==> src/rtl/fifo_ctrl.sv <==
// fifo_ctrl: pointer, occupancy and status controller for a dual-port RAM
// used as a synchronous FIFO. No data passes through this block; it only
// produces RAM strobes/addresses and FIFO status.
//
// DEPTH must be a power of two equal to 2**AW, no larger than 32, and
// RAM_AW must be at least AW.

module fifo_ctrl #(
    parameter int DEPTH    = 16,
    parameter int AW       = 4,
    parameter int RAM_AW   = 5,
    parameter int AF_LEVEL = 12,
    parameter int AE_LEVEL = 2
) (
    input  logic              clk,
    input  logic              rst_n,
    input  logic              push,
    input  logic              pop,
    input  logic              flush,
    input  logic              clr_err,
    output logic              ram_we,
    output logic [RAM_AW-1:0] ram_waddr,
    output logic              ram_re,
    output logic [RAM_AW-1:0] ram_raddr,
    output logic              rd_valid,
    output logic              full,
    output logic              empty,
    output logic              almost_full,
    output logic              almost_empty,
    output logic [AW:0]       count,
    output logic              overflow,
    output logic              underflow
);

    localparam logic [AW:0] DEPTH_C = (AW+1)'(DEPTH);
    localparam logic [AW:0] AF_C    = (AW+1)'(AF_LEVEL);
    localparam logic [AW:0] AE_C    = (AW+1)'(AE_LEVEL);
    localparam logic [AW:0] ONE_C   = (AW+1)'(1);

    logic [AW:0] wr_ptr_q, wr_ptr_d;
    logic [AW:0] rd_ptr_q, rd_ptr_d;
    logic [AW:0] count_q, count_d;
    logic        rd_valid_q, rd_valid_d;
    logic        overflow_q, overflow_d;
    logic        underflow_q, underflow_d;

    logic        full_w;
    logic        empty_w;
    logic        wr_acc;
    logic        rd_acc;

    // Status flags come only from the registered occupancy, never from requests.
    always_comb begin
        full_w       = (count_q == DEPTH_C);
        empty_w      = (count_q == '0);
        full         = full_w;
        empty        = empty_w;
        almost_full  = (count_q >= AF_C);
        almost_empty = (count_q <= AE_C);
        count        = count_q;
        rd_valid     = rd_valid_q;
        overflow     = overflow_q;
        underflow    = underflow_q;
    end

    // Request acceptance; reset and flush block every RAM access.
    always_comb begin
        wr_acc = rst_n & push & ~full_w  & ~flush;
        rd_acc = rst_n & pop  & ~empty_w & ~flush;
    end

    // RAM strobes and addresses; addresses held at 0 while in reset.
    always_comb begin
        ram_we    = wr_acc;
        ram_re    = rd_acc;
        ram_waddr = rst_n ? RAM_AW'(wr_ptr_q[AW-1:0]) : '0;
        ram_raddr = rst_n ? RAM_AW'(rd_ptr_q[AW-1:0]) : '0;
    end

    // Next pointer / occupancy / read-valid state; flush clears all of them.
    always_comb begin
        wr_ptr_d   = wr_ptr_q;
        rd_ptr_d   = rd_ptr_q;
        count_d    = count_q;
        rd_valid_d = rd_acc;
        if (flush) begin
            wr_ptr_d = '0;
            rd_ptr_d = '0;
            count_d  = '0;
        end else begin
            if (wr_acc) begin
                wr_ptr_d = wr_ptr_q + ONE_C;
            end
            if (rd_acc) begin
                rd_ptr_d = rd_ptr_q + ONE_C;
            end
            case ({wr_acc, rd_acc})
                2'b10:   count_d = count_q + ONE_C;
                2'b01:   count_d = count_q - ONE_C;
                default: count_d = count_q;
            endcase
        end
    end

    // Sticky error flags: a new error in the same cycle as clr_err is kept.
    always_comb begin
        overflow_d  = overflow_q;
        underflow_d = underflow_q;
        if (clr_err) begin
            overflow_d  = 1'b0;
            underflow_d = 1'b0;
        end
        if (push & full_w & ~flush) begin
            overflow_d = 1'b1;
        end
        if (pop & empty_w & ~flush) begin
            underflow_d = 1'b1;
        end
    end

    // State registers with synchronous active-low reset.
    always_ff @(posedge clk) begin
        if (!rst_n) begin
            wr_ptr_q    <= '0;
            rd_ptr_q    <= '0;
            count_q     <= '0;
            rd_valid_q  <= 1'b0;
            overflow_q  <= 1'b0;
            underflow_q <= 1'b0;
        end else begin
            wr_ptr_q    <= wr_ptr_d;
            rd_ptr_q    <= rd_ptr_d;
            count_q     <= count_d;
            rd_valid_q  <= rd_valid_d;
            overflow_q  <= overflow_d;
            underflow_q <= underflow_d;
        end
    end

endmodule

==> config.mk <==
export PLATFORM = sky130hd
export DESIGN_NAME = fifo_ctrl
export DESIGN_NICKNAME = d
export VERILOG_FILES = /design/src/rtl/fifo_ctrl.sv
export SDC_FILE = /design/constraint.sdc
export NUM_CORES = 1
export LEC_CHECK = 0
export BUFFER_PORTS_ARGS = -buffer_cell sky130_fd_sc_hd__buf_4
export CORE_MARGIN = 10
export CORE_UTILIZATION = 40
export DETAILED_ROUTE_END_ITERATION = 10
export PLACE_DENSITY = 0.65
export SYNTH_ARGS = -nofsm -noshare
export SYNTH_HDL_FRONTEND = slang
export SYNTH_SLANG_ARGS = --single-unit
==> constraint.sdc <==
create_clock -name clk -period 3.1 [get_ports clk]
set_clock_uncertainty 0.1 [all_clocks]
set_input_delay 0.155 -clock clk [delete_from_list [all_inputs] [get_ports clk]]
set_output_delay 0.155 -clock clk [all_outputs]
set_load 0.05 [all_outputs]
=== Word-level counts from Yosys, hierarchy flattened ===
Index checks and enable logic that the tools add are counted.

* Flip-flop bits (word level): 18
* Bits in latches: 0
* RAM bits: 0
* ROM bits: 0
* Input bits: 6
* Output and inout port bits: 24
* Logic and storage cells: 40
* Memories kept: 0

* $add $sub $neg: 4
* $mul: 0
* Div/mod/pow operators: 0
* Order comparisons: 2
* Equal/unequal tests: 3
* Shift operators: 0
* Mux-type cells: 6
* Bitwise gates (word level): 14
* Reduce and logical (&&, ||, !) cells: 5

{| class="wikitable"
|+ Operators with widths
! kind !! number
|-
| $add A5 B1 Y5 const B || 3
|-
| $and A1 B1 Y1 || 10
|-
| $pmux W5 S2 || 1
|-
| $mux W4 || 2
|-
| $reduce_bool A2 Y1 || 3
|-
| $eq A5 B5 Y1 const B || 1
|-
| $ge A5 B4 Y1 const B || 1
|-
| $le A5 B2 Y1 const B || 1
|-
| $logic_not A5 Y1 || 1
|-
| $sub A5 B1 Y5 const B || 1
|-
| $not A1 Y1 || 4
|-
| $mux W1 || 3
|-
| $eq A2 B1 Y1 const B || 1
|-
| $eq A2 B2 Y1 const B || 1
|-
| $reduce_or A2 Y1 || 1
|}

=== Depth between registers and ports, before layout ===
Gate-level depths: netlist of the first run.

* Depth in word-level cells: 6
* Gate-level depth with buffers: 10
* Mapped depth without buffers: 9

=== Worst setup path before layout of the first run ===
OpenSTA, ideal clock, no wires.

* Kind: register -> register
* From: reg count_q[4], in the netlist count[4]
* To: reg count_q[3], in the netlist count[3]
* Arrival: 3.037 ns
* Setup slack: -0.100 ns
* Stages on the path, launching flop included: 8
* Clock period less this slack: 3.200 ns
* Cell sequence: dfxtp_1 or3_4 o31ai_4 nor2_1 ha_1 ha_1 or4_1 nand3_1

* Longest elaborated chain between the ends: 6
* Elaborated cells on any way between the ends: 12
* Those cells by class: eq/ne: 3; mux: 1; bitwise: 6; reduce/logical: 2

{| class="wikitable"
|+ Ends and longest elaborated chain
! what !! line !! RTL
|-
| start: declaration || 42 || <nowiki>logic [AW:0] count_q, count_d;</nowiki>
|-
| start signal: assignment || 133 || <nowiki>count_q <= count_d;</nowiki>
|-
| $logic_not A5 Y1 * || 55 || <nowiki>empty_w = (count_q == '0);</nowiki>
|-
| $not A1 Y1 * || 69 || <nowiki>rd_acc = rst_n & pop & ~empty_w & ~flush;</nowiki>
|-
| $and A1 B1 Y1 * (2 in a row) || 69 ||
|-
| net ram_re || 23 || <nowiki>output logic ram_re,</nowiki>
|-
| $eq A2 B1 Y1 / $eq A2 B2 Y1 (equally long branches) || 97 || <nowiki>case ({wr_acc, rd_acc})</nowiki>
|-
| $pmux W5 S2 / $reduce_bool A2 Y1 (equally long branches) || -- ||
|}

Mark *: on every way through the listed nets, which the timed path passes. The rest lies on a longest branch.
A chain may end at the register's enable or synchronous reset.

=== Worst setup path in the final report of the first run ===
* From: reg count_q[1], in the netlist count[1]
* To: reg count_q[4], in the netlist count[4]

* Longest elaborated chain between the ends: 6
* Elaborated cells on any way between the ends: 14
* Those cells by class: add/sub: 2; eq/ne: 3; mux: 1; bitwise: 6; reduce/logical: 2

{| class="wikitable"
|+ Ends and longest elaborated chain
! what !! line
|-
| $eq A5 B5 Y1 / $logic_not A5 Y1 (equally long branches) || 54, 55
|-
| $not A1 Y1, on equally long branches || 68, 69
|-
| $and A1 B1 Y1, on equally long branches (2 in a row) || 68, 69
|-
| $eq A2 B1 Y1 / $eq A2 B2 Y1 (equally long branches) || 97
|-
| $pmux W5 S2 / $reduce_bool A2 Y1 (equally long branches) || --
|}

Parallel ways exist; a longest one is shown, timed or not.

==> impl_metrics.tcl, run 1 <==
set metrics [dict create \
    ys_seq_area_share_pct 34.3 \
    die_w_um 68.3 \
    slew-limit-headroom_pct 67.1 \
    r2r_slack_ns 0.46 \
    ys_ff_latch 16 \
    reg2reg_to "count[4]" \
    worst_ep_arrival_time_ns 2.71 \
    clk_pin_slew_ns 0.09 \
    die_h_um 68.3 \
    worstPathRequired_ns 3.17 \
    crit_type "register to register" \
    synth-edff-count 0 \
    drc_errors 0 \
    pwr_density_cell_nw_per_um2 308 \
    hold_viol_final 0 \
    fillerInstances 215 \
    vias_per_cell 5.04 \
    numPortBuffers 27 \
    io_pins 30 \
    outcome "completed" \
    grt_max_degree 16 \
    cts_resized 0 \
    final-max-slew-violation-count 0 \
    syn_area_sq_um 933 \
    hold_buffers 0 \
    grt_pass1_wl_um 3480 \
    setup_tns_ns 0 \
    fmax_mhz 379 \
    finalPower_uw 369 \
    synthCells 105 \
    period_minus_slack_ns 2.64 \
    core_sq_um 2210 \
    ctsHtreeMaxLevel 1 \
    place.gp.congestion 0.848 \
    grtUsageTotal_pct 9.63 \
    first_iter_violations 20 \
    tritoncts "done" \
    worst_slew_pin_slew_ns 0.489 \
    crit_fanout 9 \
    dp_hpwl_um 1770 \
    avgSynthCellArea_sq_um 8.89 \
    firstDrtPassIters 3 \
    area_delta_synth_final_pct 28.4 \
    hold_path_class "primary input to register" \
    synth_warnings 0 \
    cts.sinks 16 \
    synth_cell_types 36 \
    crit_end "count[4]" \
    start_util_pct 42.2 \
    ant_nets 0 \
    startpoint "count[1]" \
    cts_buffers 3 \
    ctsRootBufferMaster "clkbuf_4" \
    globalRouteOverflowTotal 0 \
    leakage_nw 0.585 \
    cap_violations 0 \
    timing.rr.start "count[1]" \
    synth_ff_type "dfxtp_1" \
    insertion_delay_ns 0.28 \
    synthArstFlopShare_pct 0 \
    drt_wl_total_um 2200 \
    num_vias 817 \
    placementRows 17 \
    min_period_over_period_pct 85.2 \
    rsz0062_at_grt "no" \
    ff2ff_path_depth 9 \
    vdd_drop_max_uv 210 \
    finalNetCount 149 \
    cts_setup_buffers 0 \
    n_antenna_cell 0 \
    startpoint_type "register" \
    routedWlPerCell_um 13.6 \
    die-area_sq_um 4670 \
    final_layout_size_suffix_gt1_share_pct 29.9 \
    antenna_found_initial 0 \
    grt_pass1_vias 765 \
    cp-end-kind "register" \
    max-clock-path-buffers 2 \
    setup_viol 0 \
]
## worst min path at each step
| stage | from | endpoint | slack [ns] | cells past startpoint |
|---|---|---|---|---|
| after CTS | clr_err | underflow | 0.03 | 3 |
| final | clr_err | underflow | 0.04 | 3 |
| after global routing | clr_err | underflow | 0.04 | 3 |
| after detailed placement | clr_err | underflow | 0.34 | 3 |
| after floorplan | pop | rd_valid | 0.22 | 2 |
| after global placement | clr_err | underflow | 0.34 | 3 |
## layout by cell type, fill, tap and decap left out, drive strengths merged
| cell | Yosys | final |
|---|---|---|
| nor2b | 1 | 1 |
| or3 | 1 | 1 |
| nor2 | 14 | 14 |
| nand4b | 1 | 1 |
| a21oi | 6 | 6 |
| and2 | 9 | 9 |
| a21o | 2 | 2 |
| a31o | 1 | 1 |
| nand2 | 5 | 5 |
| nand3 | 5 | 5 |
| nor4 | 1 | 1 |
| mux2i | 3 | 3 |
| ha | 6 | 6 |
| nor3 | 1 | 1 |
| inv | 4 | 4 |
| nand2b | 2 | 2 |
| a21boi | 1 | 1 |
| dfxtp | 16 | 16 |
| xor2 | 3 | 3 |
| a211oi | 2 | 2 |
| and4b | 1 | 1 |
| conb | 1 | 2 |
| o31ai | 2 | 2 |
| or4 | 2 | 2 |
| o311ai | 1 | 1 |
| clkbuf | 3 | 3 |
| nand3b | 1 | 1 |
| xnor2 | 3 | 3 |
| o21ai | 1 | 1 |
| o211ai | 1 | 1 |
| o32ai | 1 | 1 |
| fa | 1 | 1 |
| buf | 3 | 31 |
## metal layers
layer	wire length [um]	track usage, %
met2	1000	15.5
met5	0	0
met1	991	11.4
met4	30	4.52
met3	179	3.10
## through the flow
stage	util, %	std cells	hold slack (ns)	area, sq um	worst slack, ns
3_3_place_gp	53.2	159	0.337	1180	0.563
5_1_grt	54.2	162	0.0435	1200	0.281
3_5_place_dp	53.2	159	0.343	1180	0.486
6_report	54.2	162	0.0356	1200	0.459
2_1_floorplan	-	106	0.217	940	0.179
4_1_cts	54.2	162	0.0307	1200	0.470
## final cells by class
| type | instances | area, sq um | area share [%] |
|---|---|---|---|
| clock buffers | 3 | 22.5 | 1.88 |
| inverters | 4 | 15.0 | 1.25 |
| well taps | 28 | 35.0 | 2.92 |
| flip-flops and latches | 16 | 320 | 26.7 |
| repair buffers | 31 | 233 | 19.4 |
| multi-input cells | 80 | 573 | 47.8 |
## worst max-delay path, cell delays in order, from the launching register on
cell and delay (ns):
dfxtp_1 0.44, nor4_2 0.52, a21oi_2 0.19, nand2_1 0.14, ha_1 0.29, ha_1 0.31
a21oi_1 0.18, a211oi_1 0.11, o21ai_0 0.17, o31ai_1 0.09
## cells by family (layout without fill, tap and decap cells)
logic type                 after synthesis  in the layout  share of synthesized area (%)
DFF                                     16             16                           34.3
other                                    1              2                          0.402
AOI/OAI and AO/OA                       18             18                           14.9
xor gates and xnor gates                 6              6                           5.63
buffers and inverters                   10             38                           4.96
adders and majority gates                7              7                           10.2
muxes                                    3              3                           3.22
and+or+nand+nor                         44             44                           26.4
## cells in the mapped netlist (3+ instances only)
| cell | instances | area [sq um] |
|---|---|---|
| and2_1 | 9 | 56.3 |
| nor2_1 | 14 | 52.6 |
| mux2i_1 | 3 | 30.0 |
| xnor2_1 | 3 | 26.3 |
| nand2_1 | 5 | 18.8 |
| ha_1 | 6 | 75.1 |
| inv_1 | 4 | 15.0 |
| dfxtp_1 | 16 | 320 |
| clkbuf_1 | 3 | 11.3 |
| nand3_1 | 5 | 25.0 |
| xor2_1 | 3 | 26.3 |
| a21oi_1 | 5 | 25.0 |
## power breakdown
| part | internal [mW] | total (mW) | switching, mW |
|---|---|---|---|
| Clock | 0.0451 | 0.108 | 0.0633 |
| Sequential | 0.208 | 0.209 | 0.00182 |
| Combinational | 0.0176 | 0.0510 | 0.0334 |
| Total | 0.270 | 0.369 | 0.0986 |
## flip-flops by register name (all words and copies together) (netlist names)
signal	flops
overflow	1
rd_valid	1
count	5
rd_ptr_q	4
underflow	1
wr_ptr_q	4
Note: power is estimated with default switching activity, not from simulation.
==> run 2, diff against run 1 <==
==> config.mk (replaced) <==
export PLATFORM = sky130hd
export DESIGN_NAME = fifo_ctrl
export DESIGN_NICKNAME = d
export VERILOG_FILES = /design/src/rtl/fifo_ctrl.sv
export SDC_FILE = /design/constraint.sdc
export NUM_CORES = 1
export LEC_CHECK = 0
export CORE_MARGIN = 10
export CORE_UTILIZATION = 40
export DETAILED_ROUTE_END_ITERATION = 10
export DONT_BUFFER_PORTS = 1
export SYNTH_ARGS = -nofsm -noshare
export SYNTH_HDL_FRONTEND = slang
export SYNTH_SLANG_ARGS = --single-unit
==> impl_metrics.tcl, run 2 (synthesized netlist as in run 1, its figures left out) <==
set metrics [dict create \
    grt_pass1_vias 824 \
    fillerInstances 242 \
    ant_nets 0 \
    tritoncts "done" \
    antenna_found_initial 0 \
    fin_util_pct 48.9 \
    cap_violations 0 \
    pwr_density_cell_nw_per_um2 329 \
    worstPathRequired_ns 3.19 \
    slowest_stage "or3_4" \
    ctsHtreeMaxLevel 1 \
    min_period_over_period_pct 84.8 \
    worst_slack_ns 0.471 \
    die_h_um 68.3 \
    place.gp.congestion 0.761 \
    outcome "completed" \
    crit_fanout 6 \
    slew-limit-headroom_pct 59.2 \
    placementRows 17 \
    dp_hpwl_um 1800 \
    worst_ep_arrival_time_ns 2.72 \
    grt_max_degree 16 \
    numPortBuffers 0 \
    placed_area_sq_um 1020 \
    max-clock-path-buffers 2 \
    setup_viol 0 \
    clk_pin_slew_ns 0.09 \
    cts_resized 0 \
    vdd_drop_max_uv 201 \
    core_sq_um 2210 \
    start_util_pct 42.2 \
    final_layout_size_suffix_gt1_share_pct 16.2 \
    routedWlPerCell_um 15.7 \
    multiInputGateArea_sq_um 573 \
    finalNetCount 132 \
    drc_errors 0 \
    grt_pass1_wl_um 3760 \
    n_antenna_cell 0 \
    fin_cells 145 \
    cp_slowest_stage_delay_ns 0.42 \
    crit_type "register to register" \
    ctsRootBufferMaster "clkbuf_4" \
    final_area_sq_um 1080 \
    vias_per_cell 5.28 \
    io_pins 30 \
    largest_reg_flops 5 \
    die_w_um 68.3 \
    hold_ws_ns 0.0173 \
    hold_viol_final 0 \
    insertion_delay_ns 0.27 \
    grtUsageTotal_pct 10.2 \
    dpl_worst_slack_ns 0.492 \
    rsz0062_at_grt "no" \
    hold_path_class "primary input to register" \
    cpMostUsedCell "ha_1" \
    worst_slew_pin_slew_ns 0.612 \
    final-max-slew-violation-count 0 \
    dp_cells 138 \
    cts_buffers 3 \
    cp-end-kind "register" \
    crit_chain "or3_4, o31ai_4, nor2_2, ha_1, ha_1, a21oi_1, a211oi_1, o21ai_0, o31ai_1" \
    cts.sinks 16 \
    seqCellArea_sq_um 320 \
    final_common_cell "dfxtp_1" \
    num_vias 766 \
    finalPower_uw 356 \
    die-area_sq_um 4670 \
    setup_tns_ns 0 \
    startpoint_type "register" \
    globalRouteOverflowTotal 0 \
    period_minus_slack_ns 2.63 \
    r2r_slack_ns 0.47 \
    firstDrtPassIters 4 \
    layout_common_cells "16 x dfxtp_1, 13 x nor2_1, 10 x buf_4" \
    fmax_mhz 380 \
    leakage_nw 0.493 \
    first_iter_violations 23 \
    area_delta_synth_final_pct 15.8 \
    drt_wl_total_um 2280 \
]
run 2: changes by cell type in the layout (fill, tap and decap cells not counted), sizes merged:
cell         delta
buf            -21
dlygate4sd3     +4
run 2: final cells by class:
class	instances	area share (%)
timing repair buffer	14	10.6
multi-input combinational	80	53.0
inverter	4	1.39
tap	28	3.24
sequential	16	29.6
clock buffer	3	2.08
run 2: repair_timing:
item,in CTS,in global routing
setup buffers,0,0
hold buffers,4,0
endpoints found under the setup margin,0,0
hold endpoints to repair,3,0
run 2: critical path: cells and delay by family (launching register included):
| family | cells | cell delay, ns |
|---|---|---|
| simple gates | 2 | 0.51 |
| compound gates | 5 | 0.95 |
| flops | 1 | 0.32 |
| fa+ha+maj | 2 | 0.67 |
run 2: where the power goes:
part | internal (mW) | switching [mW] | total, mW
Clock | 0.0449 | 0.0581 | 0.103
Sequential | 0.208 | 0.00490 | 0.212
Combinational | 0.0130 | 0.0274 | 0.0404
Total | 0.265 | 0.0904 | 0.356
run 2: final timing paths:
kind,from,cells after the start,end
worst min-delay path,pop,3,rd_ptr_q[2]
worst min register to register,rd_ptr_q[3],2,rd_ptr_q[3]
worst max-delay path,count[2],9,count[4]
worst max register to register,count[2],9,count[4]
run 2: per-layer routing:
metal | GRT usage, % | share of wire [%] | wire length (um)
met1 | 10.8 | 38 | 877
met2 | 17.7 | 50 | 1140
met3 | 4.40 | 11 | 254
met4 | 3.27 | 0.61 | 14
met5 | 0 | 0 | 0
